===== src/rtl/gpu_rect_sequencer_pkg.sv =====
// Shared definitions for the rectangle-fill sequencer: GPU register map,
// display bounds and FSM state encoding.
package gpu_rect_sequencer_pkg;

    localparam int unsigned H_DISP = 800;
    localparam int unsigned V_DISP = 480;

    localparam logic [7:0] REG_X_POS  = 8'd0;
    localparam logic [7:0] REG_Y_POS  = 8'd1;
    localparam logic [7:0] REG_PIXEL  = 8'd2;
    localparam logic [7:0] REG_LEN    = 8'd3;
    localparam logic [7:0] REG_ENABLE = 8'd4;
    localparam logic [7:0] REG_BUSY   = 8'd7;

    // BUSY reads lag the ENABLE write, so the first samples in WAIT_HI are stale
    localparam logic [15:0] BUSY_IGNORE = 16'd2;

    typedef enum logic [3:0] {
        IDLE,
        WR_X,
        WR_Y,
        WR_PIX,
        WR_LEN,
        WR_EN,
        WAIT_HI,
        WAIT_LO,
        WR_DIS,
        FIN
    } rectState_t;

    function automatic logic [15:0] min16(input logic [15:0] a, input logic [15:0] b);
        return (a < b) ? a : b;
    endfunction

endpackage


===== src/rtl/gpu_rect_clip.sv =====
// Combinational clip of a rectangle against the visible display area.
module gpu_rect_clip #(
    parameter int unsigned H_DISP = gpu_rect_sequencer_pkg::H_DISP,
    parameter int unsigned V_DISP = gpu_rect_sequencer_pkg::V_DISP
) (
    input  logic [15:0] x,
    input  logic [15:0] y,
    input  logic [15:0] w,
    input  logic [15:0] h,
    output logic [15:0] wClip,
    output logic [15:0] hClip,
    output logic        outside
);
    import gpu_rect_sequencer_pkg::min16;

    localparam logic [15:0] H_LIM = 16'(H_DISP);
    localparam logic [15:0] V_LIM = 16'(V_DISP);

    assign outside = (x >= H_LIM) || (y >= V_LIM);
    assign wClip   = outside ? 16'd0 : min16(w, H_LIM - x);
    assign hClip   = outside ? 16'd0 : min16(h, V_LIM - y);

endmodule


===== src/rtl/gpu_rect_sequencer.sv =====
// Breaks a rectangle-fill command into per-row GPU span writes and polls BUSY.
// Optional clipping to the display area is enabled by defining RECT_CLIP_EN.
module gpu_rect_sequencer #(
    parameter int unsigned H_DISP  = gpu_rect_sequencer_pkg::H_DISP,
    parameter int unsigned V_DISP  = gpu_rect_sequencer_pkg::V_DISP,
    parameter int unsigned TIMEOUT = 65535
) (
    input  logic        clk,
    input  logic        rstn,
    input  logic        cmd_valid,
    output logic        cmd_ready,
    input  logic [15:0] cmd_x,
    input  logic [15:0] cmd_y,
    input  logic [15:0] cmd_w,
    input  logic [15:0] cmd_h,
    input  logic [23:0] cmd_rgb,
    output logic [7:0]  gpu_addr_in,
    output logic [3:0]  gpu_size,
    output logic [31:0] gpu_data_in,
    output logic [7:0]  gpu_addr_out,
    input  logic [31:0] gpu_data_out,
    output logic        seq_busy,
    output logic        done_pulse,
    output logic        err_timeout
);
    import gpu_rect_sequencer_pkg::*;

    rectState_t  state, stateNext;
    logic [15:0] xReg, yReg, wReg, hReg, rowReg, waitCnt;
    logic [23:0] rgbReg;
    logic        abortReg, readyArm, accept, busyBit, waitTimeout, timeoutHit;
    logic [15:0] wAcc, hAcc;
    logic        emptyAcc;
    logic [16:0] yRow, rowInc;
    logic        unusedRead;

`ifdef RECT_CLIP_EN
    logic [15:0] wClip, hClip;
    logic        outside;

    gpu_rect_clip #(
        .H_DISP(H_DISP),
        .V_DISP(V_DISP)
    ) uClip (
        .x      (cmd_x),
        .y      (cmd_y),
        .w      (cmd_w),
        .h      (cmd_h),
        .wClip  (wClip),
        .hClip  (hClip),
        .outside(outside)
    );

    assign wAcc     = wClip;
    assign hAcc     = hClip;
    assign emptyAcc = outside || (wClip == 16'd0) || (hClip == 16'd0);
`else
    // Display bounds only matter when clipping is built in
    logic [31:0] unusedCfg;
    assign unusedCfg = 32'(H_DISP) ^ 32'(V_DISP);

    assign wAcc     = cmd_w;
    assign hAcc     = cmd_h;
    assign emptyAcc = (cmd_w == 16'd0) || (cmd_h == 16'd0);
`endif

    assign unusedRead   = ^gpu_data_out[31:1];
    assign busyBit      = gpu_data_out[0];
    assign cmd_ready    = readyArm && (state == IDLE);
    assign accept       = cmd_valid && cmd_ready;
    assign yRow         = {1'b0, yReg} + {1'b0, rowReg};
    assign rowInc       = {1'b0, rowReg} + 17'd1;
    assign waitTimeout  = (waitCnt == 16'(TIMEOUT));
    assign gpu_addr_out = REG_BUSY;
    assign seq_busy     = (state != IDLE);
    assign done_pulse   = (state == FIN);

    always_comb begin
        stateNext   = state;
        gpu_addr_in = 8'd0;
        gpu_size    = 4'h0;
        gpu_data_in = 32'd0;
        timeoutHit  = 1'b0;
        case (state)
            IDLE: begin
                if (accept) stateNext = emptyAcc ? FIN : WR_X;
            end
            WR_X: begin
                gpu_addr_in = REG_X_POS;
                gpu_size    = 4'hF;
                gpu_data_in = {16'd0, xReg};
                stateNext   = WR_Y;
            end
            WR_Y: begin
                gpu_addr_in = REG_Y_POS;
                gpu_size    = 4'hF;
                gpu_data_in = {16'd0, yRow[15:0]};
                stateNext   = (rowReg == 16'd0) ? WR_PIX : WR_EN;
            end
            WR_PIX: begin
                gpu_addr_in = REG_PIXEL;
                gpu_size    = 4'hF;
                gpu_data_in = {8'd0, rgbReg};
                stateNext   = WR_LEN;
            end
            WR_LEN: begin
                gpu_addr_in = REG_LEN;
                gpu_size    = 4'hF;
                gpu_data_in = {8'd0, 24'(wReg)};
                stateNext   = WR_EN;
            end
            WR_EN: begin
                gpu_addr_in = REG_ENABLE;
                gpu_size    = 4'hF;
                gpu_data_in = 32'h1;
                stateNext   = WAIT_HI;
            end
            WAIT_HI: begin
                if ((waitCnt >= BUSY_IGNORE) && busyBit) begin
                    stateNext = WAIT_LO;
                end else if (waitTimeout) begin
                    timeoutHit = 1'b1;
                    stateNext  = WR_DIS;
                end
            end
            WAIT_LO: begin
                if (!busyBit) begin
                    stateNext = WR_DIS;
                end else if (waitTimeout) begin
                    timeoutHit = 1'b1;
                    stateNext  = WR_DIS;
                end
            end
            WR_DIS: begin
                gpu_addr_in = REG_ENABLE;
                gpu_size    = 4'hF;
                gpu_data_in = 32'h0;
                stateNext   = (abortReg || (rowInc == {1'b0, hReg})) ? FIN : WR_Y;
            end
            FIN: begin
                stateNext = IDLE;
            end
            default: begin
                stateNext = IDLE;
            end
        endcase
    end

    // A timeout reuses WR_DIS to drop ENABLE, then abortReg forces FIN
    always_ff @(posedge clk or negedge rstn) begin
        if (!rstn) begin
            state       <= IDLE;
            readyArm    <= 1'b0;
            xReg        <= 16'd0;
            yReg        <= 16'd0;
            wReg        <= 16'd0;
            hReg        <= 16'd0;
            rgbReg      <= 24'd0;
            rowReg      <= 16'd0;
            waitCnt     <= 16'd0;
            abortReg    <= 1'b0;
            err_timeout <= 1'b0;
        end else begin
            state    <= stateNext;
            readyArm <= 1'b1;
            if (accept) begin
                xReg        <= cmd_x;
                yReg        <= cmd_y;
                wReg        <= wAcc;
                hReg        <= hAcc;
                rgbReg      <= cmd_rgb;
                rowReg      <= 16'd0;
                abortReg    <= 1'b0;
                err_timeout <= 1'b0;
            end
            if (timeoutHit) begin
                abortReg    <= 1'b1;
                err_timeout <= 1'b1;
            end
            if ((stateNext != state) && ((stateNext == WAIT_HI) || (stateNext == WAIT_LO))) begin
                waitCnt <= 16'd0;
            end else if ((state == WAIT_HI) || (state == WAIT_LO)) begin
                waitCnt <= waitCnt + 16'd1;
            end
            if (state == WR_DIS) begin
                rowReg <= rowInc[15:0];
            end
        end
    end

endmodule


===== config.mk =====
export PLATFORM = sky130hd
export DESIGN_NAME = gpu_rect_sequencer
export DESIGN_NICKNAME = d
export VERILOG_FILES = /design/src/rtl/gpu_rect_sequencer_pkg.sv /design/src/rtl/gpu_rect_clip.sv /design/src/rtl/gpu_rect_sequencer.sv
export SDC_FILE = /design/constraint.sdc
export NUM_CORES = 1
export LEC_CHECK = 0
export ABC_CLOCK_PERIOD_IN_PS = 4600
export CORE_AREA = 4 4 124 126
export CTS_CLUSTER_DIAMETER = 200
export DETAILED_ROUTE_END_ITERATION = 8
export DIE_AREA = 0 0 128 130
export PLACE_DENSITY_LB_ADDON = 0.15
export SKIP_LAST_GASP = 1
export SYNTH_ARGS = -nofsm -noshare
export SYNTH_HDL_FRONTEND = slang
export SYNTH_HIERARCHICAL = 1
export SYNTH_SLANG_ARGS = --single-unit

===== constraint.sdc =====
create_clock -name clk -period 4.6 [get_ports clk]
set_clock_uncertainty 0.05 [all_clocks]
set_input_delay 0.92 -clock clk [delete_from_list [all_inputs] [get_ports clk]]
set_output_delay 0.92 -clock clk [all_outputs]
set_load 0.01 [all_outputs]

# Word-level counts from Yosys, hierarchy flattened
# Cells that the tools add are included.
dict set report word_totals {
  output_inout_bits 56
  reg_bits 126
  inputBits 123
  word_cells 67
}
dict set report op_classes {
  n_addsub 3
  n_reduce_logical 18
  magnitude_cmp 1
  n_mux 21
  n_eq_ne 14
}
# cell count
set ops {}
lappend ops {{one-hot mux 24 bit (5 select lines)} 1}
lappend ops {{2-to-1 mux 16 bit} 4}
lappend ops {{zero test 16 bit} 3}
lappend ops {{one-hot mux 4 bit (9 select lines)} 1}
lappend ops {{2-to-1 mux 4 bit} 7}
lappend ops {{equality test 4 x 3 -> 1 bit (second input constant)} 6}
lappend ops {{adder 16 x 1 -> 17 bit (second input constant)} 1}
lappend ops {{equality test 17 x 16 -> 1 bit} 1}
lappend ops {{adder 16 x 1 -> 16 bit (second input constant)} 1}
lappend ops {{adder 16 bit} 1}
lappend ops {{equality test 16 bit (second input constant)} 1}
lappend ops {{>= comparator 16 x 2 -> 1 bit (second input constant)} 1}
lappend ops {{one-hot mux 3 bit (4 select lines)} 1}
lappend ops {{equality test 4 x 2 -> 1 bit (second input constant)} 2}
lappend ops {{equality test 4 bit (second input constant)} 2}
lappend ops {{nonzero test 2 bit} 3}
lappend ops {{OR reduction 6 bit} 1}
lappend ops {{2-to-1 mux 1 bit} 5}
lappend ops {{equality test 4 x 1 -> 1 bit (second input constant)} 1}
lappend ops {{logical AND 1 bit} 4}
lappend ops {{zero test 4 bit} 1}
lappend ops {{logical OR 1 bit} 4}
lappend ops {{!= test 4 bit} 1}
lappend ops {{nonzero test 4 bit} 1}
lappend ops {{3 further kinds} 3}

# Longest topological paths before layout
dict set report logic_depth {
  ltp_word 9
  mapped_depth 11
  ltp_nobuf 10
}

# Least setup slack after synthesis
# No wires, ideal clock.
dict set report synth_timing {
  path_type {reg-to-output}
  from {reg rowReg[0]}
  to {out gpu_data_in[14]}
  arrival_time_ns 2.821
  n_path_buf 0
  t_required_ns 3.630
  slack_ns 0.809
  stages_incl_launch_ff 11
  cell_sequence {dfrtp_1 -> ha_1 -> fa_1 -> a21o_1 -> a211oi_1 -> nor2_1 -> o41ai_1 -> o211ai_1 -> a41oi_1 -> xor2_1 -> o21ai_0}
}
dict set report synth_between {
  elab_chain_cells 2
}
# element line
set synth_rtl {}
lappend synth_rtl {{start: declaration} gpu_rect_sequencer.sv:29} ;# logic [15:0] xReg, yReg, wReg, hReg, rowReg, waitCnt;
lappend synth_rtl {{start signal: assignment} gpu_rect_sequencer.sv:186} ;# rowReg <= rowInc[15:0];
lappend synth_rtl {{adder 16 bit} gpu_rect_sequencer.sv:71} ;# assign yRow = {1'b0, yReg} + {1'b0, rowReg};
lappend synth_rtl {{one-hot mux 24 bit (5 select lines)} gpu_rect_sequencer.sv:84} ;# case (state)
lappend synth_rtl {{end: declaration} gpu_rect_sequencer.sv:19} ;# output logic [31:0] gpu_data_in,
# No other way between the ends.

# Worst setup path after layout
dict set report layout_timing {
  from {reg rowReg[0]}
  to {out gpu_data_in[12]}
}
# The elaborated chain is that of the path after synthesis.

==> impl_metrics.prom <==
# TYPE chip_impl_metric gauge
chip_impl_metric{name="seq_area_frac_synth",unit="%"} 44.6
chip_impl_metric{name="grt_first_pass_wirelength",unit="mm"} 29.9
chip_impl_metric{name="min_period_over_period",unit="%"} 96.4
chip_impl_info{name="endpoint_kind",value="output pin"} 1
chip_impl_metric{name="largest_net_degree_at_the_start_of_global_routing",unit=""} 90
chip_impl_metric{name="wl_per_cell",unit="microns"} 16.0
chip_impl_metric{name="die_width",unit="microns"} 128
chip_impl_metric{name="syn-mean-instance-area",unit="sq um"} 8.34
chip_impl_info{name="synthTopCellsByArea",value="dfrtp_1, nand2_1, xnor2_1"} 1
chip_impl_info{name="cts_root_buffer",value="clkbuf_16"} 1
chip_impl_metric{name="dr.pass1.iters",unit=""} 8
chip_impl_metric{name="globalplace.congestion",unit=""} 0.861
chip_impl_metric{name="start_util",unit="%"} 49.4
chip_impl_metric{name="final_hold_viol_count",unit=""} 0
chip_impl_metric{name="yosysWarnings",unit=""} 6
chip_impl_metric{name="antenna_cells_inserted",unit=""} 0
chip_impl_metric{name="drc_violation_count_after_routing",unit=""} 0
chip_impl_metric{name="yosysUniqueCellTypes",unit=""} 58
chip_impl_metric{name="p_leak",unit="nW"} 4.21
chip_impl_info{name="worst-setup-path-type",value="register to output pin"} 1
chip_impl_info{name="rsz0062_at_grt",value="true"} 1
chip_impl_metric{name="port-buffer-count",unit=""} 126
chip_impl_metric{name="synth-xor-area-share",unit="%"} 6.44
chip_impl_info{name="yosysTopAreaCell",value="dfrtp_1"} 1
chip_impl_metric{name="synth_compound_area_share",unit="%"} 11.5
chip_impl_info{name="layout.cells.most_common_list",value="nand2_1, dfrtp_1, clkdlybuf4s50_1"} 1
chip_impl_metric{name="synth.mux.area_fraction",unit="%"} 0.142
chip_impl_info{name="status",value="complete, no violations"} 1
chip_impl_metric{name="grt-ovfl-total",unit=""} 0
chip_impl_metric{name="antenna_found_initial",unit=""} 0
chip_impl_metric{name="worst-slew-pin-transition",unit="ns"} 0.924
chip_impl_metric{name="whs",unit="ns"} 0.415
chip_impl_metric{name="postCtsHoldBufs",unit=""} 0
chip_impl_metric{name="cts-htree-levels",unit=""} 4
chip_impl_metric{name="layout.nets",unit=""} 1101
chip_impl_info{name="holdCritPathClass",value="register to register"} 1
chip_impl_info{name="main_combinational_cell_family_by_area_after_synthesis",value="simple AND/OR/NAND/NOR gates"} 1
chip_impl_metric{name="finalSetupTns",unit="ns"} 0
chip_impl_metric{name="number_of_routed_nets_with_antenna_violations",unit=""} 0
chip_impl_metric{name="post-synth-top-area-fraction",unit="%"} 44.6
chip_impl_metric{name="cts_num_sinks",unit=""} 126
chip_impl_metric{name="basic_gate_share_of_the_synthesized_area_counting_and_or_nand_and_nor_cells",unit="%"} 28.2
chip_impl_metric{name="groute.usage.overall",unit="%"} 22.6
chip_impl_metric{name="maxCapViolCount",unit=""} 0
chip_impl_metric{name="netlist_instances",unit=""} 848
chip_impl_metric{name="postLayoutSetupSlackWorst",unit="ns"} 0.167
chip_impl_metric{name="arithmetic_cell_share_of_the_synthesized_area_counting_full_adders_half_adders_and_majority_gates",unit="%"} 3.65
chip_impl_metric{name="peakVddDrop",unit="mV"} 0.406
chip_impl_metric{name="core_region_area",unit="sq um"} 14300
chip_impl_metric{name="timing.critical_path.required",unit="ns"} 3.63
chip_impl_metric{name="cts-buffers-inserted",unit=""} 17
chip_impl_info{name="cts_tree",value="done"} 1
chip_impl_metric{name="async_flop_share",unit="%"} 100
chip_impl_metric{name="drive_gt1_share",unit="%"} 6.70
chip_impl_metric{name="worst_r2r_path_depth",unit=""} 11
chip_impl_metric{name="clkTransAtPathRegs",unit="ns"} 0.06
chip_impl_metric{name="chipHeight",unit="microns"} 130
chip_impl_metric{name="first_global_vias",unit=""} 5838
chip_impl_metric{name="final_core_util",unit="%"} 63.0
chip_impl_metric{name="number_of_enable_type_register_cells_in_the_synthesized_netlist",unit=""} 0
chip_impl_metric{name="slew_violations",unit=""} 0
chip_impl_metric{name="areaGrowthSynthToFinish",unit="%"} 27.6
chip_impl_metric{name="clock_insertion_delay_worst_skew",unit="ns"} 0.41
chip_impl_metric{name="postRouteWirelength",unit="mm"} 18.5
chip_impl_metric{name="pwr_density_cell",unit="nW/um^2"} 665
chip_impl_metric{name="vias_after_detailed_routing",unit=""} 6141
chip_impl_info{name="synthFlopType",value="dfrtp_1"} 1
chip_impl_metric{name="viasPerCell",unit=""} 5.32
chip_impl_metric{name="synth-seq-cells",unit=""} 126
chip_impl_metric{name="clk_path_buf_depth",unit=""} 2
chip_impl_metric{name="place.detailed.hpwl",unit="mm"} 13.0
chip_impl_metric{name="mappedNetlistArea",unit="sq um"} 7070
chip_impl_metric{name="floorplan.io_pins",unit=""} 179
chip_impl_metric{name="maxClockFrequency",unit="MHz"} 226
chip_impl_metric{name="path_max_fanout",unit=""} 4
chip_impl_metric{name="period_minus_slack",unit="ns"} 4.43
chip_impl_metric{name="detailedRoute.firstIterationViolations",unit=""} 605
chip_impl_metric{name="detailedPlace.worstSlack",unit="ns"} 0.467
chip_impl_info{name="startpoint_type",value="register"} 1
chip_impl_metric{name="maxSlewHeadroom",unit="%"} 38.4
chip_impl_metric{name="final-setup-viol-count",unit=""} 0
chip_impl_metric{name="die-area",unit="sq um"} 16600
chip_impl_info{name="final_common_cell",value="nand2_1"} 1
chip_impl_metric{name="fp-row-count",unit=""} 44
chip_impl_metric{name="worstHoldPathCells",unit=""} 2
chip_impl_metric{name="report.power.total",unit="mW"} 6.00
chip_impl_metric{name="crit_arrival",unit="ns"} 3.46
==> logic make-up after synthesis <==
group	after synthesis
simple gates	455
flops	126
compound gates	117
buf+inv	75
xor+xnor	52
fa+ha+maj	20
other cells	2
mux	1
==> registers in the layout, indices dropped and copies added, names as in the netlist <==
signal    flops
yReg         16
readyArm      1
rowReg       16
state         4
xReg         16
hReg         16
abortReg      1
wReg         16
waitCnt      16
rgbReg       24
==> worst paths after layout <==
check	from	endpoint	slack (ns)
worst max-delay path	rowReg[0]	gpu_data_in[12]	0.17
worst min-delay path	rgbReg[19]	rgbReg[19]	0.41
worst max register to register	waitCnt[0]	waitCnt[1]	1.37
worst min register to register	rgbReg[19]	rgbReg[19]	0.41
max in group asynchronous	rstn	waitCnt[11]	3.16
min in group asynchronous	rstn	yReg[12]	0.52
==> routing by layer <==
metal	routed length [microns]	vias to the layer above	track usage, %
met5	0	-	0
met4	342	0	6.55
met3	1240	22	4.91
met2	8490	206	35.3
met1	8410	2867	32.0
li1	-	3046	-
==> timing repair <==
item / in CTS / in global routing
hold endpoints to repair: 0 / 0
setup buffers: 0 / 0
resized for setup: 1 / 3
gates cloned: 0 / 0
endpoints found under the setup margin: 1 / 3
==> cell type report <==
class | instances | area [sq um]
Multi-Input combinational cell | 667 | 3630
Sequential cell | 126 | 3150
Clock buffer | 21 | 460
Fill cell | 1242 | 5290
Timing Repair Buffer | 137 | 1350
Inverter | 9 | 33.8
Tap cell | 184 | 230
Clock inverter | 10 | 163
==> critical path, cell delays in order, from the launching register on <==
cell and delay [ns]:
dfrtp_1 0.38, ha_1 0.24, fa_1 0.42, a21o_1 0.19, a211oi_1 0.23, nor2_1 0.10, o41ai_2 0.22, buf_4 0.18
o211ai_1 0.09, a21oi_1 0.19, xor2_1 0.09, o21ai_0 0.14, clkdlybuf4s50_1 0.57
==> where the power goes <==
| group | internal [mW] | total, mW | switching, mW |
|---|---|---|---|
| combinational | 1.19 | 2.52 | 1.33 |
| sequential | 1.60 | 2.07 | 0.472 |
| clock | 0.932 | 1.41 | 0.480 |
==> through the flow <==
stage	cell area (sq um)	instances
3_3_place_gp	8390	1123
5_1_grt	9020	1154
3_5_place_dp	8390	1123
2_1_floorplan	7140	868
4_1_cts	9010	1154
6_report	9020	1154
==> cell usage after synthesis, types with 2 or more instances <==
library cell	count
and3_1	9
inv_1	9
nor2_1	41
dfrtp_1	126
and4_1	3
o31ai_1	6
o41ai_1	3
nor2_2	10
or4_1	4
o211ai_1	4
nand2b_1	9
a222oi_1	15
xor2_1	24
nor3_1	12
a211oi_1	5
nor4_1	12
nand2_1	299
or2_2	2
o21ai_0	42
o21bai_1	2
ha_1	19
a21oi_1	18
a31oi_1	4
nand3_1	14
clkbuf_1	39
and2_1	14
nor2b_1	2
a41oi_1	2
buf_4	25
a21o_1	3
nand4_1	13
conb_1	2
or3_1	4
xnor2_1	28
Note: power is estimated with default switching activity, not from simulation.
